$ cat config.mk
export PLATFORM = sky130hd
export DESIGN_NAME = mixed_edge_event_unit
export DESIGN_NICKNAME = d
export VERILOG_FILES = /design/src/rtl/mixed_edge_pkg.sv /design/src/rtl/mixed_edge_event_unit_fifo.sv /design/src/rtl/mixed_edge_event_unit.sv
export SDC_FILE = /design/constraint.sdc
export NUM_CORES = 1
export LEC_CHECK = 0
export CORE_MARGIN = 1
export CORE_UTILIZATION = 50
export DETAILED_ROUTE_END_ITERATION = 8
export PLACE_DENSITY = 0.76
export REMOVE_ABC_BUFFERS = 1
export SYNTH_ARGS = -nofsm -noshare
export SYNTH_HDL_FRONTEND = slang
export SYNTH_SLANG_ARGS = --single-unit
$ cat constraint.sdc
create_clock -name clk -period 2.3 [get_ports clk]
set_input_delay 0.345 -clock clk [delete_from_list [all_inputs] [get_ports clk]]
set_output_delay 0.345 -clock clk [all_outputs]
set_load 0.02 [all_outputs]
$ cat src/rtl/mixed_edge_pkg.sv
// Shared constants, arm-state encoding and event-record layout for mixed_edge_event_unit.
package mixed_edge_pkg;

    localparam int SRC_LVL  = 0;
    localparam int SRC_POS  = 1;
    localparam int SRC_NEG  = 2;
    localparam int TS_W_DEF = 16;

    typedef enum logic [1:0] {
        ST_RESET = 2'd0,
        ST_FILL  = 2'd1,
        ST_ARMED = 2'd2
    } arm_state_e;

    typedef struct packed {
        logic [2:0]          src;
        logic [TS_W_DEF-1:0] ts;
    } evt_rec_t;

    // s is the current sample, p the previous one; result is {neg,pos,lvl}
    function automatic logic [2:0] detect_mask(input logic [2:0] s, input logic [2:0] p);
        logic [2:0] m;
        m          = '0;
        m[SRC_LVL] = s[SRC_LVL] ^ p[SRC_LVL];
        m[SRC_POS] = s[SRC_POS] & ~p[SRC_POS];
        m[SRC_NEG] = ~s[SRC_NEG] & p[SRC_NEG];
        return m;
    endfunction

endpackage

$ cat src/rtl/mixed_edge_event_unit_fifo.sv
// evt_fifo: synchronous valid/ready FIFO; a full FIFO still accepts a push when the head pops
// in the same cycle. No bypass: data written into an empty FIFO is visible the next cycle.
module evt_fifo #(
    parameter int W     = 19,
    parameter int DEPTH = 4
) (
    input  logic         clk,
    input  logic         rst,
    input  logic         push,
    input  logic [W-1:0] push_data,
    input  logic         pop_ready,
    output logic         valid,
    output logic         full,
    output logic [W-1:0] head
);
    localparam int AW = $clog2(DEPTH);
    localparam logic [AW:0] FULL_CNT = (AW+1)'(DEPTH);

    logic [W-1:0]  mem_q [DEPTH];
    logic [W-1:0]  mem_d [DEPTH];
    logic [AW-1:0] wr_ptr_q, wr_ptr_d, rd_ptr_q, rd_ptr_d;
    logic [AW:0]   count_q, count_d;
    logic          do_push, do_pop;

    assign valid   = (count_q != '0);
    assign full    = (count_q == FULL_CNT);
    assign head    = mem_q[rd_ptr_q];
    assign do_pop  = valid && pop_ready;
    assign do_push = push && (!full || do_pop);

    always_comb begin
        mem_d    = mem_q;
        wr_ptr_d = wr_ptr_q;
        rd_ptr_d = rd_ptr_q;
        count_d  = count_q + {{AW{1'b0}}, do_push} - {{AW{1'b0}}, do_pop};
        if (do_push) begin
            mem_d[wr_ptr_q] = push_data;
            wr_ptr_d        = wr_ptr_q + 1'b1;
        end
        if (do_pop) begin
            rd_ptr_d = rd_ptr_q + 1'b1;
        end
    end

    always_ff @(posedge clk) begin
        if (rst) begin
            wr_ptr_q <= '0;
            rd_ptr_q <= '0;
            count_q  <= '0;
        end else begin
            wr_ptr_q <= wr_ptr_d;
            rd_ptr_q <= rd_ptr_d;
            count_q  <= count_d;
        end
    end

    always_ff @(posedge clk) begin
        mem_q <= mem_d;
    end

endmodule

$ cat src/rtl/mixed_edge_event_unit.sv
// Mixed-sensitivity event front-end: detection, arm FSM, counters, timestamp, event FIFO.
// Define EVT_SYNC_EN to add a 2-flop synchronizer on each input (one extra cycle of latency).
//
// state    | meaning
// ST_RESET | held in reset, pipeline content invalid
// ST_FILL  | input pipeline filling with real samples, detection masked
// ST_ARMED | detection live
module mixed_edge_event_unit
    import mixed_edge_pkg::*;
#(
    parameter int TS_W  = 16,
    parameter int CNT_W = 8,
    parameter int DEPTH = 4
) (
    input  logic             clk,
    input  logic             rst,
    input  logic             lvl_in,
    input  logic             pos_in,
    input  logic             neg_in,
    input  logic             clr_cnt,
    output logic             evt_pulse,
    output logic             tog_out,
    output logic             evt_valid,
    input  logic             evt_ready,
    output logic [2:0]       evt_src,
    output logic [TS_W-1:0]  evt_ts,
    output logic [CNT_W-1:0] cnt_lvl,
    output logic [CNT_W-1:0] cnt_pos,
    output logic [CNT_W-1:0] cnt_neg,
    output logic             overflow
);
    localparam int REC_W = 3 + TS_W;
`ifdef EVT_SYNC_EN
    localparam logic [1:0] FILL_CYC = 2'd2;
`else
    localparam logic [1:0] FILL_CYC = 2'd1;
`endif

    arm_state_e       state_q, state_d;
    logic [1:0]       fill_q, fill_d;
    logic [2:0]       raw, s_q, s_d, p_q, p_d, mask;
    logic             evt;
    logic             pulse_q, pulse_d, tog_q, tog_d, ovf_q, ovf_d, push_q, push_d;
    logic [TS_W-1:0]  ts_q, ts_d;
    logic [REC_W-1:0] rec_q, rec_d, head;
    logic [CNT_W-1:0] cl_q, cl_d, cp_q, cp_d, cn_q, cn_d;
    logic             fifo_full;
`ifdef EVT_SYNC_EN
    logic [2:0]       sync_q;
`endif

    always_comb begin
        raw          = '0;
        raw[SRC_LVL] = lvl_in;
        raw[SRC_POS] = pos_in;
        raw[SRC_NEG] = neg_in;
    end

    always_comb begin
`ifdef EVT_SYNC_EN
        s_d = sync_q;
`else
        s_d = raw;
`endif
        p_d = s_q;
    end

    always_comb begin
        state_d = state_q;
        fill_d  = fill_q;
        case (state_q)
            ST_RESET: begin
                state_d = ST_FILL;
                fill_d  = 2'd1;
            end
            ST_FILL: begin
                if (fill_q == FILL_CYC) state_d = ST_ARMED;
                else                    fill_d  = fill_q + 2'd1;
            end
            default: ;
        endcase
    end

    assign mask = (state_q == ST_ARMED) ? detect_mask(s_q, p_q) : 3'b000;
    assign evt  = |mask;

    // clr_cnt wins over a same-cycle increment; the event itself still toggles and pushes
    always_comb begin
        pulse_d = evt;
        tog_d   = tog_q ^ evt;
        ts_d    = ts_q + 1'b1;
        push_d  = evt;
        rec_d   = {mask, ts_q};
        cl_d    = (mask[SRC_LVL] && cl_q != '1) ? cl_q + 1'b1 : cl_q;
        cp_d    = (mask[SRC_POS] && cp_q != '1) ? cp_q + 1'b1 : cp_q;
        cn_d    = (mask[SRC_NEG] && cn_q != '1) ? cn_q + 1'b1 : cn_q;
        ovf_d   = ovf_q | (push_q & fifo_full & ~(evt_valid & evt_ready));
        if (clr_cnt) begin
            cl_d  = '0;
            cp_d  = '0;
            cn_d  = '0;
            ovf_d = 1'b0;
        end
    end

    always_ff @(posedge clk) begin
        if (rst) begin
            state_q <= ST_RESET;
            fill_q  <= '0;
            s_q     <= '0;
            p_q     <= '0;
            pulse_q <= 1'b0;
            tog_q   <= 1'b0;
            ts_q    <= '0;
            push_q  <= 1'b0;
            rec_q   <= '0;
            cl_q    <= '0;
            cp_q    <= '0;
            cn_q    <= '0;
            ovf_q   <= 1'b0;
        end else begin
            state_q <= state_d;
            fill_q  <= fill_d;
            s_q     <= s_d;
            p_q     <= p_d;
            pulse_q <= pulse_d;
            tog_q   <= tog_d;
            ts_q    <= ts_d;
            push_q  <= push_d;
            rec_q   <= rec_d;
            cl_q    <= cl_d;
            cp_q    <= cp_d;
            cn_q    <= cn_d;
            ovf_q   <= ovf_d;
        end
    end

`ifdef EVT_SYNC_EN
    always_ff @(posedge clk) begin
        if (rst) sync_q <= '0;
        else     sync_q <= raw;
    end
`endif

    evt_fifo #(
        .W     (REC_W),
        .DEPTH (DEPTH)
    ) u_fifo (
        .clk       (clk),
        .rst       (rst),
        .push      (push_q),
        .push_data (rec_q),
        .pop_ready (evt_ready),
        .valid     (evt_valid),
        .full      (fifo_full),
        .head      (head)
    );

    assign evt_pulse = pulse_q;
    assign tog_out   = tog_q;
    assign evt_src   = head[REC_W-1 -: 3];
    assign evt_ts    = head[TS_W-1:0];
    assign cnt_lvl   = cl_q;
    assign cnt_pos   = cp_q;
    assign cnt_neg   = cn_q;
    assign overflow  = ovf_q;

endmodule
==> impl_results.md <==
- Power Dens Cells: 913 mW/mm^2
- WP buf/inv: 2
- Chip width: 111 um
- Syn. warnings: 0
- Final instance area: 0.00727 sq mm
- Switching share of power: 0.242
- Core Area: 0.0115 sq mm
- Drt first-iter violations: 251
- Net Sw Power: 1.61 mW
- CTS H-tree lvls: 4
- Grt total ovfl: 0
- Worst EP arrival: 1.88 ns
- Min-delay worst type: primary input to flop
- Relative slew slack: 0.561
- Share of cells above drive strength 1: 0.135
- Result of the run: finished clean
- Port bufs: 53
- Initial Util: 0.517
- Ys async rst share: 0
- Cell area after synthesis: 0.00592 sq mm
- Area Growth Syn to Fin: 22.8%
- Rows: 39
- Placed cells: 629
- Remaining DRCs: 0
- First-pass GRT wire length: 17,700 um
- Kind of critical path: flop to primary output
- Final GP Congestion: 0.780
- Pre-antenna DRT Iters: 4
- Hpwl dp: 6560 um
- Root cell of the clock tree: clkbuf_16
- Finished Core Util: 0.634
- Syn_area_per_cell: 13.6 sq um
- Placed Instance Area: 0.00669 sq mm
- Top delay family on crit path: multiplexers
- Peak supply drop: 524 uV
- Number of top-level pins: 54
- Clock power frac: 0.402
- Largest net degree at the start of global routing: 55
- Slowest-stage cell, CP: mux4_2
- Max Freq: 449 MHz
- # Post-CTS Setup Buffers: 0
- Cells after Synth: 434
- Number of setup violations in the final report: 0
- Maximum root-to-sink buffer count: 2
- Clk_lat worst skew: 0.42 ns
- Fin crit share: 0.968
- Crit-path cells: buf_12 -> mux4_2 -> dlygate4sd2_1
- Hold_buf cts: 0
- Drt total wl: 10,700 um
- Yosys cell types: 49
- Slew Limit Fails: 0
- Leakage power: 2.60 nW
- CP required: 1.96 ns
- CP Capture Type: primary output
- Crit path time final: 2.23 ns
- P_int: 5.03 mW
- CTS tree: built
- Gr usage total: 0.185
- DR WL/cell: 16.2 um
- Worst Max-Slew Pin Slew: 0.658 ns
- Final Hold Viols: 0
- CTS Buf Count: 17
- Sequential share of power: 0.454
- Die area: 0.0123 sq mm
- Pwr Total: 6.64 mW
- Post-route ant nets: 0
- CTS sink count: 155
- Die Height: 111 um
- Max Cap Viol: 0
- Comb power frac: 0.144
- Vias per cell: 5.51
- Max stage delay on crit path: 0.54 ns
- Yosys reg bits: 155
- Part of the Yosys area used for sequential elements: 0.652
- Post-synth EDFFs: 76
- RSZ-0062 raised after global routing: no
- Clock skew: 0.00831 ns
- ANT cells: 0
- Final Instance Count excl. Fillers: 662
- Vias in the first global route: 3,612
- Vias: 3,646
- Hold Slack: 0.273 ns
- Top FF cell, synth: dfxtp_1
- Reg clk slew, reported paths: 0.06 ns
- Critical path peak fanout: 9
- Antenna violations before repair: 0
- Final net count: 525
- Setup crit start kind: flop
[layer usage]
metal  global-route usage  routed length [um]
met5                    0                   0
met4               0.0836                 206
met3               0.0459                 360
met2                0.303                5410
met1                0.233                4760
[cell usage after synthesis (2+ instances only)]
library cell  count  area share
or3_1             3      0.0032
edfxtp_1         76        0.39
a311oi_1          2      0.0030
and2_1            5      0.0053
nor2_1           43       0.027
and4_1            3      0.0044
buf_2             3      0.0025
nand4_1           7      0.0074
o21ai_0           3      0.0025
a31oi_1           2      0.0021
o211ai_1          2      0.0025
nand2_1          13      0.0082
nand2b_1          2      0.0021
a211oi_1          9       0.011
o211a_1           3      0.0051
nor3_1            9      0.0076
or2_1             2      0.0021
mux4_2           19       0.072
o21ai_1           5      0.0042
and3_1            4      0.0042
nor4_1            4      0.0042
xnor2_1          14       0.021
nand3_1          16       0.014
inv_1            13      0.0082
mux2i_1           2      0.0034
ha_1             11       0.023
xor2_1           12       0.018
nor2b_1          27       0.029
a21oi_1          12       0.010
dfxtp_1          79        0.27
clkbuf_1         11      0.0070
[flip-flops by register name, summed over array words and instances, names as in the netlist, 3 cells and up]
signal          count
p_d                 3
ts_q               16
cnt_pos             8
u_fifo.mem_q       76
rec_q              19
p_q                 3
u_fifo.count_q      3
cnt_neg             8
cnt_lvl             8
[cell type report]
type	instances	area, sq um
flip-flops and latches	155	3860
clock buffers	17	425
well taps	143	179
clock inverters	15	149
repair buffers	67	649
multi-input cells	252	1950
fillers	830	4200
inverters	13	48.8
[worst paths after layout]
kind                           start                end  slack [ns]  cells past startpoint
hold reg to reg               p_d[1]             p_q[1]        0.47                      1
setup / recovery  u_fifo.rd_ptr_q[0]         evt_ts[10]        0.07                      3
setup reg to reg   u_fifo.count_q[2]  u_fifo.count_q[2]        0.25                      9
hold / removal                   rst         cnt_lvl[5]        0.27                      3
[power groups by stage]
stage               logic (mW)  clock network (mW)  registers [mW]
floorplan                0.539                   0            3.12
global placement         0.996                   0            3.05
detailed placement        1.01                   0            3.06
CTS                      0.946                2.71            3.00
global route              1.03                2.84            3.02
finish                   0.955                2.67            3.01
[placed cells by master (no fill, tap or decap), types with 2 or more instances in the layout]
cell	n
a211oi_1	9
a21oi_1	12
a311oi_1	2
a31oi_1	2
and2_1	5
and3_1	4
and4_1	3
buf_12	2
buf_4	11
bufinv_16	2
clkbuf_16	18
clkdlybuf4s50_1	33
clkinv_1	2
clkinv_2	3
clkinv_4	3
clkinvlp_4	3
dfxtp_1	78
dlygate4sd2_1	19
edfxtp_1	76
ha_1	11
inv_1	13
inv_6	2
mux2i_1	2
mux4_2	19
nand2_1	13
nand2b_1	2
nand3_1	16
nand4_1	7
nor2_1	43
nor2b_1	27
nor3_1	9
nor4_1	4
o211a_1	3
o211ai_1	2
o21ai_0	3
o21ai_1	5
or2_1	2
or3_1	3
xnor2_1	14
xor2_1	12
[metrics by stage]
stage          TNS, ns  setup WS (ns)
2_1_floorplan        0          0.253
3_3_place_gp         0         0.0341
3_5_place_dp   -0.0507        -0.0507
4_1_cts              0         0.0167
5_1_grt              0        0.00839
6_report             0         0.0745
[cells by family (layout without fill, tap and decap cells)]
logic type                 after synthesis  count (layout)  share of synthesized area
muxes                                   21              21                     0.0756
xor gates and xnor gates                26              26                     0.0384
adders and majority gates               12              12                     0.0266
buffers and inverters                   27             112                     0.0177
AOI/OAI and AO/OA                       45              45                     0.0513
DFF                                    155             155                      0.652
and+or+nand+nor                        148             148                      0.138
[timing repair]
action,4_1_cts,5_1_grt
gates cloned,0,1
gates resized for setup,19,1
setup endpoints to repair,19,4
[tightest hold or removal path: stages]
cell and delay [ns]:
buf_2 0.10, nor2_1 0.08, o211a_1 0.11
Power figures use the tool's default switching activity.
==> edit: new RTL, same flow settings <==
Put one more register stage on the output `cnt_neg`, cleared by the reset. The value now appears one clock later. The other outputs are not delayed to match.
--- a/src/rtl/mixed_edge_event_unit.sv
+++ b/src/rtl/mixed_edge_event_unit.sv
@@ -163,5 +163,11 @@
     assign cnt_lvl   = cl_q;
     assign cnt_pos   = cp_q;
-    assign cnt_neg   = cn_q;
+    always_ff @(posedge clk) begin
+        if (rst) begin
+            cnt_neg <= '0;
+        end else begin
+            cnt_neg <= cn_q;
+        end
+    end
     assign overflow  = ovf_q;
 
Formal check against the unedited RTL: not equivalent (a bounded check fails within 4 cycles, from zero or initial values and one cycle with rst high).
==> edit against the unedited design <==
  * First-iteration DRC count shrank 25%
  * Area after synthesis increased by 3.7%
  * Sequential cell count grew 8
  * Combinational power fell by 2.5%
  * Setup slack improved by 0.0068 ns
  * Routed wire length hardly changed
  * Power is 0.80% higher
  * Cell area grew 2.7%
  * Count of clock-buffer cells in the layout up 7
  * Global-route usage down 0.064 points
  * Largest power group unchanged
  * Highest routed layer unchanged
==> edit: results <==
{
  "yosysSeqAreaShare_pct": 65.5,
  "htree_levels": 4,
  "drive_above_1_share_pct": 13.1,
  "drtIter0Drc": 189,
  "fin_cells": 683,
  "synth_area_per_cell_um2": 13.6,
  "clockBufferDepth": 2,
  "vias_per_cell": 5.31,
  "synth_top_area_share_pct": 37.1,
  "finClkSkew_ns": 0.00763,
  "holdPathStages": 2,
  "yosysWarnings": 0,
  "ir_drop_mv": 0.449,
  "nFillCells": 899,
  "dp_cells": 651,
  "grt_use_total_pct": 18.5,
  "clkSlewWorstSetupHoldPaths_ns": 0.06,
  "final_antenna_net_count": 0,
  "layout.nets": 542,
  "worst_pin_slew_ns": 0.515,
  "root_buffer": "clkbuf_16",
  "antenna_found_initial": 0,
  "yosysUniqueCellTypes": 52,
  "cts_made_buffers": 17,
  "synth_top_cells_by_count": "dfxtp_1, edfxtp_1, nor2_1, nor2b_1, mux4_2",
  "crit_path_max_incr_delay_ns": 0.55,
  "path_max_fanout": 7,
  "status": "finished clean",
  "hpwlAfterDp_um": 7040,
  "final_util_pct": 62.2,
  "routed_wl_um": 10700,
  "dp_slack_ns": -0.0493,
  "p_leak_nw": 2.69,
  "arrival_ns": 1.87,
  "grt_pass1_wl_um": 17700,
  "routabilityCongestion": 0.791,
  "grt_pass1_vias": 3565,
  "finalSetupTns_ns": 0,
  "synth_area_leaders": "edfxtp_1, dfxtp_1, mux4_2",
  "dpl-instance-area_mm2": 0.00692,
  "synth_edf_count": 76,
  "grt_max_degree": 47,
  "antenna_cells": 0,
  "dr.pass1.iters": 4
}
-- edit: worst max-delay path, delay by kind of cell, from the launching register on --
| kind | cells | cell delay (ns) |
|---|---|---|
| DFF | 1 | 0.39 |
| muxes | 1 | 0.55 |
| buffers and inverters | 2 | 0.52 |
-- edit: repair_timing --
action	in CTS	in global routing
gates resized for setup	19	1
buffers inserted	0	0
endpoints found under the hold margin	0	0
setup endpoints to repair	19	3
-- edit: logic make-up (layout without fill, tap and decap cells) --
family	Yosys count	after routing	synth area share, %
buffers and inverters	29	113	1.89
and+or+nand+nor	156	156	14.1
AOI/OAI and AO/OA	45	45	4.95
xor gates and xnor gates	26	26	3.71
adders and majority gates	12	12	2.57
DFF	163	163	65.5
muxes	21	21	7.29
-- edit: area by class of cell --
type / instances / share of cell area [%]
repair buffers: 68 / 8.61
well taps: 147 / 2.46
flip-flops and latches: 163 / 53.9
clock buffers: 24 / 6.89
inverters: 13 / 0.653
multi-input cells: 260 / 26.8
clock inverters: 8 / 0.653
-- edit: metal layers --
metal	vias up	global-route usage [%]	wire, µm
met2	66	28.8	5180
met3	15	5.09	370
met4	0	9.74	185
met5	-	0	0
li1	1793	-	-
met1	1756	23.7	5010
-- edit: final timing paths --
kind / endpoint / from / slack (ns)
worst min register to register: p_q[1]$_SDFF_PP0_ / p_d[1]$_SDFF_PP0_ / 0.46
worst max-delay path: evt_ts[12] / u_fifo.rd_ptr_q[0]$_SDFFE_PP0P_ / 0.08
worst min-delay path: u_fifo.count_q[1]$_SDFF_PP0_ / rst / 0.29
worst max register to register: u_fifo.count_q[2]$_SDFF_PP0_ / u_fifo.count_q[2]$_SDFF_PP0_ / 0.23
-- edit: where the power goes --
group,internal [mW],total (mW),switching (mW)
Clock,1.56,2.62,1.06
Combinational,0.466,0.931,0.464
Sequential,3.08,3.14,0.0633
